`src/rtl/scan_sequencer.sv`:
```
// Scan sequencer: steps a 2-to-4 decoder select through four slots, each slot an
// optional blanking interval followed by a drive interval with the enable high.
module scan_sequencer #(
    parameter int DWELL_W = 8,
    parameter int BLANK_W = 4
) (
    input  logic               clk,
    input  logic               rst,
    input  logic               start,
    input  logic               stop,
    input  logic               one_shot,
    input  logic [DWELL_W-1:0] dwell,
    input  logic [BLANK_W-1:0] blank,
    output logic               y0,
    output logic               y1,
    output logic               en,
    output logic               busy,
    output logic               frame_done
);

    localparam int CNT_W = (DWELL_W > BLANK_W) ? DWELL_W : BLANK_W;

    typedef enum logic [1:0] {
        IDLE,
        BLANK,
        DRIVE
    } state_t;

    state_t             state;
    logic [1:0]         idx;
    logic [CNT_W-1:0]   cnt;
    logic [DWELL_W-1:0] dwell_q;
    logic [BLANK_W-1:0] blank_q;

    // Counters hold "cycles remaining minus one"; a zero dwell still gives one cycle.
    logic [CNT_W-1:0] dwell_load_in;
    logic [CNT_W-1:0] blank_load_in;
    logic [CNT_W-1:0] dwell_load_q;
    logic [CNT_W-1:0] blank_load_q;
    state_t           slot_state;
    logic [CNT_W-1:0] slot_cnt;
    logic             slot_en;

    assign dwell_load_in = (dwell == '0)   ? '0 : CNT_W'(dwell - DWELL_W'(1));
    assign blank_load_in = (blank == '0)   ? '0 : CNT_W'(blank - BLANK_W'(1));
    assign dwell_load_q  = (dwell_q == '0) ? '0 : CNT_W'(dwell_q - DWELL_W'(1));
    assign blank_load_q  = (blank_q == '0) ? '0 : CNT_W'(blank_q - BLANK_W'(1));

    assign slot_state = (blank_q != '0) ? BLANK : DRIVE;
    assign slot_cnt   = (blank_q != '0) ? blank_load_q : dwell_load_q;
    assign slot_en    = (blank_q == '0);

    assign y0 = idx[1];
    assign y1 = idx[0];

    always_ff @(posedge clk) begin
        if (rst) begin
            state      <= IDLE;
            idx        <= 2'd0;
            cnt        <= '0;
            dwell_q    <= '0;
            blank_q    <= '0;
            en         <= 1'b0;
            busy       <= 1'b0;
            frame_done <= 1'b0;
        end else begin
            frame_done <= 1'b0;
            case (state)
                IDLE: begin
                    if (start && !stop) begin
                        dwell_q <= dwell;
                        blank_q <= blank;
                        idx     <= 2'd0;
                        busy    <= 1'b1;
                        if (blank != '0) begin
                            state <= BLANK;
                            cnt   <= blank_load_in;
                            en    <= 1'b0;
                        end else begin
                            state <= DRIVE;
                            cnt   <= dwell_load_in;
                            en    <= 1'b1;
                        end
                    end
                end
                BLANK: begin
                    if (stop) begin
                        state <= IDLE;
                        idx   <= 2'd0;
                        cnt   <= '0;
                        en    <= 1'b0;
                        busy  <= 1'b0;
                    end else if (cnt == '0) begin
                        state <= DRIVE;
                        cnt   <= dwell_load_q;
                        en    <= 1'b1;
                    end else begin
                        cnt <= cnt - CNT_W'(1);
                    end
                end
                DRIVE: begin
                    if (stop) begin
                        state <= IDLE;
                        idx   <= 2'd0;
                        cnt   <= '0;
                        en    <= 1'b0;
                        busy  <= 1'b0;
                    end else if (cnt != '0) begin
                        cnt <= cnt - CNT_W'(1);
                    end else begin
                        // Slot finished: advance the select, wrapping at the end of the frame.
                        if (idx == 2'd3) begin
                            frame_done <= 1'b1;
                            idx        <= 2'd0;
                        end else begin
                            idx <= idx + 2'd1;
                        end
                        if (idx == 2'd3 && one_shot) begin
                            state <= IDLE;
                            cnt   <= '0;
                            en    <= 1'b0;
                            busy  <= 1'b0;
                        end else begin
                            state <= slot_state;
                            cnt   <= slot_cnt;
                            en    <= slot_en;
                        end
                    end
                end
                default: begin
                    state <= IDLE;
                    en    <= 1'b0;
                    busy  <= 1'b0;
                end
            endcase
        end
    end

endmodule

```
`config.mk`:
```
export PLATFORM = sky130hd
export DESIGN_NAME = scan_sequencer
export DESIGN_NICKNAME = d
export VERILOG_FILES = /design/src/rtl/scan_sequencer.sv
export SDC_FILE = /design/constraint.sdc
export NUM_CORES = 1
export LEC_CHECK = 0
export CORE_MARGIN = 4
export CORE_UTILIZATION = 45
export DETAILED_ROUTE_END_ITERATION = 12
export HOLD_SLACK_MARGIN = 0.1
export PLACE_DENSITY = 0.77
export SKIP_LAST_GASP = 1
export SYNTH_ARGS = -nofsm -noshare
export SYNTH_HDL_FRONTEND = slang
export SYNTH_SLANG_ARGS = --single-unit
```
`constraint.sdc`:
```
create_clock -name clk -period 2.69 [get_ports clk]
set_input_delay 0.538 -clock clk [delete_from_list [all_inputs] [get_ports clk]]
set_output_delay 0.538 -clock clk [all_outputs]
set_load 0.05 [all_outputs]
```
Yosys cells after proc, flatten, opt, wreduce, memory -nomap -nowiden
Cells that the tools add are included.
- register bits after elaboration: 27
- latch bits: 0
- memory bits (writable): 0
- memory bits (read-only): 0
- bits of input ports: 17
- output and inout port bits: 5
- logic and storage cells: 85
- memories kept: 0
- add/subtract/negate cells: 6
- multiply operators: 0
- divide/modulo/power cells: 0
- order comparisons: 0
- equal/unequal tests: 8
- shifts and indexed selects: 0
- multiplexer cells: 43
- bitwise operators: 1
- reduce and logical (&&, ||, !) cells: 19
- operators with widths (operator ; count):
    8-bit two-way mux ; 12
    2-bit two-way mux ; 13
    8-bit logical NOT ; 3
    8-bit one-hot mux with 3 select lines ; 1
    8-bit by 1-bit subtractor with 8-bit output, second input constant ; 3
    1-bit two-way mux ; 13
    2-bit one-hot mux with 3 select lines ; 2
    4-bit by 1-bit subtractor with 5-bit output, second input constant ; 2
    3-bit != test, second input constant ; 3
    4-bit logical NOT ; 2
    4-bit AND reduction ; 2
    4-bit nonzero test ; 2
    8-bit nonzero test ; 1
    1-bit one-hot mux with 3 select lines ; 2
    2-bit == test, second input constant ; 2
    2-bit != test, second input constant ; 2
    2-bit AND reduction ; 2
    4-bit OR reduction ; 1
    3-bit AND reduction ; 1
    3-bit nonzero test ; 1
    2-bit by 1-bit adder with 2-bit output, second input constant ; 1
    2-bit by 1-bit == test with 1-bit output, second input constant ; 1
    1-bit logical AND ; 2
    2-bit logical NOT ; 1
    other kinds (2) ; 2

Longest topological paths before layout
Gate-level depths: netlist of run 1.
- depth after elaboration: 7
- mapped depth: 9
- gate-level depth less buffers: 7

Least setup slack after synthesis of run 1
Ideal clock, no wire load.
- kind: register to register
- from: reg, netlist name en
- to: reg idx[0]
- setup time: 0.128 ns
- arrival: 2.044 ns
- required time: 2.562 ns
- setup slack: 0.519 ns
- cell stages (with the launch flop): 8
- path buffers: 1
- period minus slack after synthesis: 2.171 ns
- cell sequence: dfxtp_1 -> inv_1 -> ha_1 -> clkbuf_1 -> a21oi_1 -> o211ai_1 -> a22oi_1 -> nor2_1
- RTL lines (element ; RTL line ; RTL):
    end signal: assignment ; 116 ; idx <= idx + 2'd1;
    end: declaration ; 30 ; logic [1:0] idx;

Worst setup path after layout of run 1
- from: reg cnt[0]
- to: reg cnt[3]
- word-level cells in the longest chain between the ends: 4
- elaborated cells between the ends (all ways): 8
- those cells by class: add/sub: 1; mux: 5; reduce/logical: 2
- ends and longest elaborated chain (element ; RTL line ; RTL):
    start: declaration ; 31 ; logic [CNT_W-1:0] cnt;
    start signal: assignment ; 77 ; cnt <= blank_load_in;
    start signal: assignment ; 81 ; cnt <= dwell_load_in;
    start signal: assignment ; 95 ; cnt <= dwell_load_q;
    8-bit by 1-bit subtractor with 8-bit output (tied with other cells) ; 98, 109 ;
    8-bit two-way mux, on equally long branches ; 108, 93 ;
    8-bit two-way mux, on equally long branches ; 102, 87 ;
    8-bit one-hot mux with 3 select lines (*) ; 68 ; case (state)
Mark *: on every way between the ends. The rest lies on a longest branch, timed or not.
A chain may end at the register's enable or synchronous reset.

==> results of run 1 <==
## through the flow
| stage | instance area (um^2) | cells |
|---|---|---|
| after floorplan | 2070 | 267 |
| after global placement | 2370 | 338 |
| after detailed placement | 2370 | 338 |
| after CTS | 2420 | 342 |
| after global routing | 2420 | 342 |
| final | 2420 | 342 |
## worst paths after layout
path	from	to	slack, ns	cells past startpoint
max	cnt[0]	cnt[3]	0.32	7
min	blank_q[1]	blank_q[1]	0.49	2
max reg2reg	cnt[0]	cnt[3]	0.32	7
min reg2reg	blank_q[1]	blank_q[1]	0.49	2
## routing by layer
metal  GRT usage  share of wire  vias to the layer above  wire [um]
li1            -              -                     1046          -
met1       0.256           0.47                      945       2490
met2       0.316           0.46                       72       2440
met3      0.0396          0.055                       10        291
met4      0.0388          0.013                        0         70
met5           0              0                        -          0
## flip-flops by register name (all words and copies together), names as in the netlist
name,count
blank_q,4
busy,1
cnt,8
dwell_q,8
en,1
frame_done,1
idx,2
state,1
## power breakdown
part	switching [mW]	leakage [nW]	internal, mW
sequential	0.0670	0.212	0.440
combinational	0.570	0.655	0.371
clock	0.129	0.0288	0.131
## cells in the mapped netlist, types with 3 or more instances
cell type / instances / area (um^2)
a211oi_1: 7 / 52.6
a21oi_1: 26 / 130
a22oi_1: 5 / 37.5
a31oi_1: 4 / 25.0
clkbuf_1: 10 / 37.5
dfxtp_1: 26 / 521
ha_1: 11 / 138
inv_1: 18 / 67.6
nand2_1: 19 / 71.3
nand2b_1: 6 / 37.5
nand3_1: 13 / 65.1
nand3b_1: 4 / 30.0
nor2_1: 19 / 71.3
nor3_1: 10 / 50.1
nor3b_1: 4 / 30.0
nor4_1: 3 / 18.8
nor4b_1: 3 / 26.3
o211ai_1: 3 / 22.5
o21ai_0: 7 / 35.0
o31ai_1: 6 / 45.0
o32ai_1: 3 / 26.3
or3_1: 6 / 37.5
or4_1: 3 / 22.5
xnor2_1: 6 / 52.6
xor2_1: 6 / 52.6
## cell families after synthesis
kind of cell / after synthesis / share of synthesized area
flip-flops: 26 / 0.252
buffers and inverters: 31 / 0.0605
adder cells (fa/ha/maj): 11 / 0.0665
XOR/XNOR: 12 / 0.0508
multiplexers: 1 / 0.00484
AO/OA/AOI/OAI: 84 / 0.286
AND/OR/NAND/NOR: 102 / 0.280
## worst max-delay path, cell delays in order (launching register included)
cell	delay (ns)
dfxtp_1	0.36
inv_1	0.13
ha_1	0.23
or3b_2	0.55
nor2_1	0.30
o311ai_0	0.24
a221oi_2	0.31
o41ai_2	0.10
## final cells by class
class / instances / area [um^2]
clock buffers: 4 / 55.1
well taps: 52 / 65.1
multi-input cells: 210 / 1420
flip-flops and latches: 26 / 520
repair buffers: 32 / 293
inverters: 18 / 67.6
fillers: 426 / 1990
==> results.py, run 1 <==
metrics = {
    "hold_path": {
        "hold_path.class": "reg -> reg",
    },
    "finish": {
        "final_util": 0.549,
        "area_delta_synth_final_pct": 17.2,
        "layout_common_cells": "a21oi_1, dfxtp_1, clkdlybuf4s50_1, nand2_1, nor2_1",
        "nets": 319,
        "num_antenna_cells": 0,
        "drive_gt1_frac": 0.0966,
    },
    "logic_synthesis": {
        "synthCells": 267,
        "async_flop_share": 0,
        "synth_seq_cells": 26,
        "synth_edf_count": 0,
        "synth_seq_area_share": 0.252,
        "synth_nets": 295,
        "yosys_warnings": 0,
        "synthFlopType": "dfxtp_1",
        "synth.cell_area_um2": 2070,
        "syn_avg_cell_area_um2": 7.75,
        "synth_cell_type_count": 61,
    },
    "die": {
        "die-height_um": 75.8,
        "dieWidth_um": 75.8,
        "num_io_pins": 22,
        "coreArea_um2": 4410,
        "die_area_um2": 5740,
        "initial_core_util": 0.469,
        "num_rows": 24,
    },
    "clocking": {
        "cts_tree": "yes",
        "clk_pin_slew_ns": 0.10,
        "htree_num_levels": 1,
        "clock-sinks": 26,
        "cts-root-buf": "clkbuf_8",
        "ctsHoldBuffers": 0,
        "post_cts_resize_count": 0,
        "numCtsBuffers": 3,
        "clock_latency_ns": 0.27,
        "ctsLongestPathBuffers": 2,
        "post-cts-setup-buffers": 0,
    },
    "critical_path": {
        "required_ns": 2.83,
        "start_kind": "flip-flop",
        "cp_data_arrival_time_ns": 2.50,
        "critPathKind": "reg -> reg",
        "cp-end-kind": "flip-flop",
        "worstPathMaxFanout": 6,
    },
    "sta": {
        "hold-worst-slack_ns": 0.486,
        "worstMarginPinSlew_ns": 0.654,
        "min_period_ns": 2.37,
        "relSlewSlack": 0.563,
        "fin_ws_ns": 0.324,
        "rsz0062_at_grt": "false",
        "max_freq_mhz": 423,
        "setup_violations": 0,
        "clock_skew_ns": 0.00742,
        "slew_viol_final": 0,
        "period_share": 0.880,
        "hold_violations": 0,
        "fin_tns_setup_ns": 0,
    },
    "global_route": {
        "grt_util_all_layers": 0.191,
        "grt_antenna_before_repair": 0,
        "grt_first_pass_wirelength_um": 8490,
        "grt_max_degree": 19,
        "grt_pass1_vias": 1870,
        "overflow": 0,
    },
    "drt": {
        "route.detailed.drc": 0,
        "postRouteAntennaNets": 0,
        "drt_wl_total_um": 5290,
        "first_pass_iters": 5,
        "vias": 2073,
        "via_per_inst": 6.06,
        "drt-wirelength-per-cell_um": 15.5,
        "drt_iter0_drc": 165,
    },
    "power_and_ir_drop": {
        "power_density_nw_per_um2": 705,
        "finalPower_mw": 1.71,
        "leakage_nw": 0.896,
        "ir_worst_vdd_mv": 0.467,
    },
    "placement": {
        "place_hpwl_um": 4120,
        "gp_congestion": 0.872,
        "preCtsSetupSlack_ns": 0.0923,
        "io_buffers": 21,
    },
    "flow_run": {
        "drv_cap": 0,
    },
    "run_status": {
        "status": "finished clean",
    },
}
No activity file was read; power rests on OpenSTA's default activity.
==> run 2, diff against run 1 <==
--- a/config.mk
+++ b/config.mk
@@ -8,7 +8,7 @@
 export CORE_MARGIN = 4
 export CORE_UTILIZATION = 45
 export DETAILED_ROUTE_END_ITERATION = 12
-export HOLD_SLACK_MARGIN = 0.1
+export HOLD_SLACK_MARGIN = 0.03
 export PLACE_DENSITY = 0.77
 export SKIP_LAST_GASP = 1
 export SYNTH_ARGS = -nofsm -noshare
==> results of run 2 <==
Same layout as run 1: the final DEF is identical, and so are final timing and power.
